**src/rtl/irq_pkg.sv**
```systemverilog
// Shared definitions for the interrupt dispatcher: source count, FSM encoding,
// one-hot cause codes and the fixed-priority source selector.
package irq_pkg;

  localparam int NUM_IRQ = 4;
  localparam int TAKEN_W = 16;

  typedef enum logic [1:0] {
    ST_IDLE    = 2'd0,
    ST_REQUEST = 2'd1,
    ST_ACTIVE  = 2'd2
  } irq_state_e;

  localparam logic [NUM_IRQ-1:0] EXT1 = 4'b0001;
  localparam logic [NUM_IRQ-1:0] EXT2 = 4'b0010;
  localparam logic [NUM_IRQ-1:0] TIM1 = 4'b0100;
  localparam logic [NUM_IRQ-1:0] TIM2 = 4'b1000;

  // Highest bit wins; must match the controller's irq_target priority.
  function automatic logic [NUM_IRQ-1:0] irq_select(input logic [NUM_IRQ-1:0] pend);
    logic [NUM_IRQ-1:0] sel;
    sel = '0;
    if (pend[3])      sel = TIM2;
    else if (pend[2]) sel = TIM1;
    else if (pend[1]) sel = EXT2;
    else if (pend[0]) sel = EXT1;
    return sel;
  endfunction

endpackage

```
**src/rtl/irq_sync.sv**
```systemverilog
// Single-line synchronizer for an active-low IRQ source; resets to the
// inactive level so no spurious pending appears after reset.
module irq_sync #(
  parameter int SYNC_STAGES = 2
) (
  input  logic clk,
  input  logic reset,
  input  logic i_d,
  output logic o_q
);

  logic [SYNC_STAGES-1:0] r_sync;

  always_ff @(posedge clk or negedge reset) begin
    if (!reset) begin
      r_sync <= '1;
    end else begin
      r_sync <= {r_sync[SYNC_STAGES-2:0], i_d};
    end
  end

  assign o_q = r_sync[SYNC_STAGES-1];

endmodule

```
**src/rtl/irq_dispatcher.sv**
```systemverilog
// Synchronizes four active-low IRQ lines, raises a single non-nesting request
// to the core, and tracks vector, return address, cause and accept count.
module irq_dispatcher
  import irq_pkg::*;
#(
  parameter int SYNC_STAGES = 2
) (
  input  logic                clk,
  input  logic                reset,
  input  logic [NUM_IRQ-1:0]  irq_sources,
  input  logic [NUM_IRQ-1:0]  irq_mask,
  input  logic [31:0]         irq_target,
  input  logic [31:0]         core_pc_next,
  input  logic                core_irq_ack,
  input  logic                core_mret,
  output logic                irq_req,
  output logic [31:0]         irq_vector,
  output logic [31:0]         irq_epc,
  output logic [NUM_IRQ-1:0]  irq_cause,
  output logic                irq_active,
  output logic [NUM_IRQ-1:0]  irq_pending,
  output logic [TAKEN_W-1:0]  irq_taken
);

  function automatic logic [TAKEN_W-1:0] sat_inc(input logic [TAKEN_W-1:0] v);
    return (v == '1) ? v : v + TAKEN_W'(1);
  endfunction

  irq_state_e          r_state;
  irq_state_e          w_state_nxt;
  logic [NUM_IRQ-1:0]  w_sync;
  logic [NUM_IRQ-1:0]  w_pending;
  logic                w_capture;
  logic                w_accept;
  logic                w_withdraw;
  logic                w_return;
  logic [31:0]         r_vector;
  logic [31:0]         r_epc;
  logic [NUM_IRQ-1:0]  r_cause;
  logic [TAKEN_W-1:0]  r_taken;

  for (genvar g = 0; g < NUM_IRQ; g++) begin : g_sync
    irq_sync #(
      .SYNC_STAGES (SYNC_STAGES)
    ) u_sync (
      .clk   (clk),
      .reset (reset),
      .i_d   (irq_sources[g]),
      .o_q   (w_sync[g])
    );
  end

  // Lines are active-low: invert after synchronization, then gate by mask.
  assign w_pending = ~w_sync & irq_mask;

  always_ff @(posedge clk or negedge reset) begin
    if (!reset) begin
      r_state <= ST_IDLE;
    end else begin
      r_state <= w_state_nxt;
    end
  end

  always_comb begin
    w_state_nxt = r_state;
    w_capture   = 1'b0;
    w_accept    = 1'b0;
    w_withdraw  = 1'b0;
    w_return    = 1'b0;
    case (r_state)
      ST_IDLE: begin
        if (|w_pending) begin
          w_state_nxt = ST_REQUEST;
          w_capture   = 1'b1;
        end
      end
      ST_REQUEST: begin
        // Ack takes precedence over a source that drops in the same cycle.
        if (core_irq_ack) begin
          w_state_nxt = ST_ACTIVE;
          w_accept    = 1'b1;
        end else if ((w_pending & r_cause) == '0) begin
          w_state_nxt = ST_IDLE;
          w_withdraw  = 1'b1;
        end
      end
      ST_ACTIVE: begin
        if (core_mret) begin
          w_state_nxt = ST_IDLE;
          w_return    = 1'b1;
        end
      end
      default: begin
        w_state_nxt = ST_IDLE;
      end
    endcase
  end

  always_ff @(posedge clk or negedge reset) begin
    if (!reset) begin
      r_vector <= '0;
      r_epc    <= '0;
      r_cause  <= '0;
      r_taken  <= '0;
    end else begin
      if (w_capture) begin
        r_vector <= irq_target;
        r_cause  <= irq_select(w_pending);
      end
      if (w_accept) begin
        r_epc   <= core_pc_next;
        r_taken <= sat_inc(r_taken);
      end
      if (w_withdraw || w_return) begin
        r_cause <= '0;
      end
    end
  end

  assign irq_req     = (r_state == ST_REQUEST);
  assign irq_active  = (r_state == ST_ACTIVE);
  assign irq_vector  = r_vector;
  assign irq_epc     = r_epc;
  assign irq_cause   = r_cause;
  assign irq_pending = w_pending;
  assign irq_taken   = r_taken;

endmodule

```
**config.mk**
```make
export PLATFORM = sky130hd
export DESIGN_NAME = irq_dispatcher
export DESIGN_NICKNAME = d
export VERILOG_FILES = /design/src/rtl/irq_pkg.sv /design/src/rtl/irq_sync.sv /design/src/rtl/irq_dispatcher.sv
export SDC_FILE = /design/constraint.sdc
export NUM_CORES = 1
export LEC_CHECK = 0
export BUFFER_PORTS_ARGS = -buffer_cell sky130_fd_sc_hd__buf_4
export CAP_MARGIN = 20
export CORE_ASPECT_RATIO = 1.75
export CORE_UTILIZATION = 47
export DETAILED_ROUTE_END_ITERATION = 6
export GPL_TIMING_DRIVEN = 0
export PLACE_DENSITY = 0.81
export SKIP_CTS_REPAIR_TIMING = 1
export SLEW_MARGIN = 5
export SYNTH_ARGS = -nofsm -noshare
export SYNTH_HDL_FRONTEND = slang
export SYNTH_SLANG_ARGS = --single-unit
```
**constraint.sdc**
```tcl
create_clock -name clk -period 2.1 [get_ports clk]
set_input_delay 0 -clock clk [delete_from_list [all_inputs] [get_ports clk]]
set_output_delay 0 -clock clk [all_outputs]
set_load 0.05 [all_outputs]
```
Word level (Yosys, flattened, before mapping)

Cells that the tools add are included.
W data, S select, Z words.

Output and inout bits: 90
Bits in latches: 0
Memories kept: 0
Memory bits (writable): 0
Input port bits: 76
Bits in read-only memories: 0
Register bits: 94
Logic and storage cells: 47

Eq/ne operators: 6
Mux-type cells: 20
Add/sub/neg operators: 1
Bitwise gates (word level): 4
Div/mod/pow operators: 0
$lt $le $gt $ge: 0
Multipliers: 0
Reductions and logical operators: 7
Shifts and indexed selects: 0

Operators by type and width:

| operator                | count |
|---|---|
| $add A16 B1 Y16 const B | 1 |
| $eq A16 B16 Y1 const B  | 1 |
| $mux W4                 | 3 |
| $mux W1                 | 10 |
| $mux W2                 | 5 |
| $and A4 B4 Y4           | 2 |
| $pmux W2 S3             | 1 |
| $logic_not A4 Y1        | 1 |
| $ne A2 B2 Y1 const B    | 2 |
| $not A4 Y4              | 1 |
| $reduce_or A4 Y1        | 1 |
| $mux W3                 | 1 |
| $ne A3 B2 Y1 const B    | 1 |
| $reduce_and A3 Y1       | 1 |
| $eq A2 B1 Y1 const B    | 1 |
| $eq A2 B2 Y1 const B    | 1 |
| $logic_not A2 Y1        | 1 |
| $reduce_and A2 Y1       | 1 |
| $reduce_bool A2 Y1      | 1 |
| $logic_or A1 B1 Y1      | 1 |
| $not A1 Y1              | 1 |

Depth between registers and ports, before layout

Depth after elaboration: 9
Mapped depth: 6
Mapped depth without buffers: 5

Hierarchy

From an unflattened synthesis, not the netlist that was laid out.

Cells, all modules: 250
Area, all modules: 3713.6 um2

By module, submodules not included:

| module         | seq. area each (um2) | cells an instance | times used | area each (um2) |
|---|---|---|---|---|
| irq_dispatcher | 2152.1               | 242               | 1          | 3503.4 |
| irq_sync       | 52.6                 | 2                 | 4          | 52.6 |

Worst setup path after synthesis

No wires, ideal clock.

Kind: flip-flop to flip-flop
Start: register g_sync[0].u_sync.r_sync[1]
End: register r_vector[10], in the netlist irq_vector[10]
Library setup time: 0.125 ns
Required time: 1.975 ns
Path buffers: 1
Setup slack: -0.032 ns
Period minus slack after synthesis: 2.132 ns
Arrival time: 2.007 ns
Cell stages (with the launch flop): 5
Path through: dfstp_2 > nor2b_1 > o41ai_4 > buf_6 > mux2_4

Longest elaborated chain between the ends: 5

RTL lines:

| item                   | RTL line              | source |
|---|---|---|
| start, declared        | irq_sync.sv:12        | `logic [SYNC_STAGES-1:0] r_sync;` |
| start signal, assigned | irq_sync.sv:18        | `r_sync <= {r_sync[SYNC_STAGES-2:0], i_d};` |
| $not A4 Y4             | irq_dispatcher.sv:54  | `assign w_pending = ~w_sync & irq_mask;` |
| $and A4 B4 Y4          | irq_dispatcher.sv:54  |  |
| via irq_pending[0]     | irq_dispatcher.sv:21  | `output logic [NUM_IRQ-1:0] irq_pending,` |
| $reduce_or A4 Y1       | irq_dispatcher.sv:72  | `if (\|w_pending) begin` |
| $mux W1                | irq_dispatcher.sv:72  |  |
| $mux W1                | irq_dispatcher.sv:70  | `case (r_state)` |
| end signal, assigned   | irq_dispatcher.sv:107 | `r_vector <= irq_target;` |
| end, declared          | irq_dispatcher.sv:37  | `logic [31:0] r_vector;` |

The timed path passes the listed nets, and every way through them passes these cells.
A chain may end at the register's enable or synchronous reset.

Worst setup path after layout

Start: register g_sync[3].u_sync.r_sync[1]
End: register r_vector[0], in the netlist irq_vector[0]

Longest elaborated chain between the ends: 5

RTL lines:

| item                   | RTL line |
|---|---|
| start, declared        | irq_sync.sv:12 |
| start signal, assigned | irq_sync.sv:18 |
| $not A4 Y4             | irq_dispatcher.sv:54 |
| $and A4 B4 Y4          | irq_dispatcher.sv:54 |
| $reduce_or A4 Y1       | irq_dispatcher.sv:72 |
| $mux W1                | irq_dispatcher.sv:72 |
| $mux W1                | irq_dispatcher.sv:70 |

No other way between the ends.

==> results.cfg <==
[synth]
syn_area_per_cell_um2 = 11.9
synth_edf_count = 0
synth_area_um2 = 3870
synth_warnings = 0
ys.flop_type = dfrtp_1
synth_fp_nets = 402
ys_types = 43
ys_seq_elements = 94
async_flop_share = 1.00
synthCells = 325
ys_seq_area_frac = 0.610

[place]
place_congestion = 0.872
portBuffers = 165
dp_hpwl_mm = 6.89

[layout]
n_fill_cell = 470
final_layout_size_suffix_gt1_frac = 0.401
final_core_util = 0.793
fin_nets = 653
diodes = 0
area.growth.synth_to_final_pct = 63.2

[floorplan]
ios = 166
fp.coreArea_um2 = 7960
fp.dieW_um = 70.6
die_h_um = 122
dieArea_um2 = 8620
rows = 43
initial_core_util = 0.486

[route]
route.met2.wl_mm = 6.35
route.detailed.drc = 20
ant_nets = 0
drt_iter0_drc = 228
route.met3.wl_um = 655
top_layer = met4
drt-total-wl_mm = 11.2
firstDrtPassIters = 7
wl_met1_mm = 3.89
dr_total_vias = 3423
routedWlPerCell_um = 16.7
viasPerCell = 5.10

[setup_path]
endpoint_kind = register
worstSetupStartpointType = register
crit_chain = and2b_1 > buf_2 > o41ai_4 > buf_4 > buf_6 > mux2_1
crit_arrival_ns = 2.27
crit_slowest_cell = dfstp_2
crit_required_ns = 2.31
worstPathMaxFanout = 10
path_delay_family = buffers and inverters
max_stage_delay_ns = 0.53
crit_type = reg2reg
cp_num_buf_inv = 3

[min_path]
hold_class = in2reg

[global_routing]
antenna_found_initial = 0
grt_first_pass_wirelength_mm = 14.8
grt_pass1_vias = 3245
grt_max_degree = 54
track_usage = 0.221
overflow = 0

[sta]
finalHoldViolations = 0
finClkSkew_ns = 0.00552
finalMaxSlewViolations = 0
rsz0062_at_grt = false
slew_headroom = 0.547
setup-violations-final = 0
fin_crit_sh = 0.979
fin_crit_ns = 2.06
worst_pin_slew_ns = 0.680
holdWs_ns = 0.204
max_clock_freq_mhz = 487

[pwr]
intPower_uw = 5610
ir_drop_v = 0.00101
netSwitchingFraction = 0.466
powerDensity_nw_per_um2 = 1660
p_clk_frac = 0.170
p_seq_frac = 0.291
p_leak_uw = 0.00325
p_switching_uw = 4890
combPwrFrac = 0.539

[clocking]
clk_pin_slew_worst_paths_ns = 0.06
clock_sinks = 94
htree_num_levels = 3
cts_root_buf = clkbuf_16
numCtsBuffers = 9
cts_tree = built
clock_latency_ns = 0.33
clk_path_buf_depth = 2

[status]
status = complete, but fails checks
failed_checks = DRC

[run]
maxCapViolations = 0
## Yosys cell counts, types with 2 or more instances
master	instances	share of area
mux2_1	7	0.020
mux2_4	20	0.078
nand4_1	4	0.0065
a211oi_1	3	0.0058
xor2_1	10	0.023
buf_6	4	0.012
xnor2_1	3	0.0068
nor3_1	5	0.0065
buf_2	2	0.0026
inv_1	5	0.0049
and3b_1	3	0.0068
nor4b_1	2	0.0045
a22oi_1	2	0.0039
nand3_1	8	0.010
nand2_1	99	0.096
a21oi_1	2	0.0026
clkbuf_1	6	0.0058
nor2_1	12	0.012
nor4_1	4	0.0065
dfrtp_1	86	0.56
mux2_2	6	0.017
dfstp_2	8	0.054
o31ai_1	2	0.0039
nand2b_1	2	0.0032
nor2b_1	2	0.0032
## worst paths after layout
kind	from	end	slack, ns	cells after the start
max reg2reg	g_sync[3].u_sync.r_sync[1]	irq_vector[0]	0.04	6
min reg2reg	g_sync[2].u_sync.r_sync[0]	g_sync[2].u_sync.r_sync[1]	0.36	0
min in group asynchronous	reset	irq_epc[4]	0.24	2
min	irq_mask[1]	r_state[0]	0.20	4
max in group asynchronous	reset	irq_epc[24]	1.18	3
max	g_sync[3].u_sync.r_sync[1]	irq_vector[0]	0.04	6
## cell type report
| cell class | count | area [um^2] | share of cell area |
|---|---|---|---|
| buffer | 12 | 77.6 | 0.0123 |
| clock buffer | 13 | 270 | 0.0428 |
| clock inverter | 3 | 65.1 | 0.0103 |
| inverter | 5 | 18.8 | 0.00297 |
| multi-input combinational | 214 | 1420 | 0.224 |
| sequential | 94 | 2360 | 0.374 |
| tap | 90 | 113 | 0.0178 |
| timing repair buffer | 240 | 1990 | 0.315 |
## worst min-delay path, stage by stage
cell and delay, ns:
buf_4 0.08, and3b_1 0.16, a2111oi_0 0.08, o31ai_1 0.18
## per-stage QoR
step / cell area [um^2] / std cells / total power [uW] / setup WS (ns) / TNS (ns)
detailed placement: 5250 / 581 / 8500 / -0.0485 / -1.08
global route: 6310 / 671 / 10900 / 0.00324 / 0
global placement: 5230 / 580 / 8350 / -0.0219 / -0.394
finish: 6310 / 671 / 10500 / 0.0448 / 0
CTS: 5580 / 597 / 10300 / -0.0514 / -1.13
floorplan: 3870 / 325 / 6790 / 0.0653 / 0
## routing by layer
metal  vias to the layer above  global-route usage
li1                       1589                   -
met1                      1673               0.245
met2                       136               0.386
met3                        25              0.0546
met4                         0               0.125
met5                         -                   0
## sequential cells by signal, indices dropped and copies added, names as in the netlist
register / cells
irq_epc: 32
irq_vector: 32
irq_taken: 16
g_sync.u_sync.r_sync: 8
irq_cause: 4
r_state: 2
## power by group through the flow
stage          Clock [uW]  Combinational (uW)  Sequential [uW]
2_1_floorplan           0                1400             5390
3_3_place_gp            0                5360             2990
3_5_place_dp            0                5450             3040
4_1_cts              1820                5470             3020
5_1_grt              1890                5900             3130
6_report             1790                5660             3060
## cell usage in the layout, fill, tap and decap left out, types with 6 or more instances in the layout
master and n:
clkbuf_16 9, mux2_1 7, nand3_1 8, dfrtp_1 86, nor2_1 12, dlygate4sd3_1 71, nand2_1 99, mux2_4 20
mux2_2 6, buf_4 168, dfstp_2 8, xor2_1 10, clkbuf_1 7
## logic make-up (layout without fill, tap and decap cells)
family	Yosys count	after routing	synth area share
buffers and inverters	17	273	0.0249
multiplexers	33	33	0.115
AO/OA/AOI/OAI	17	17	0.0375
flip-flops	94	94	0.610
XOR/XNOR	13	13	0.0294
adder cells (fa/ha/maj)	1	1	0.00323
AND/OR/NAND/NOR	150	150	0.179
(Power assumes the default switching activity.)
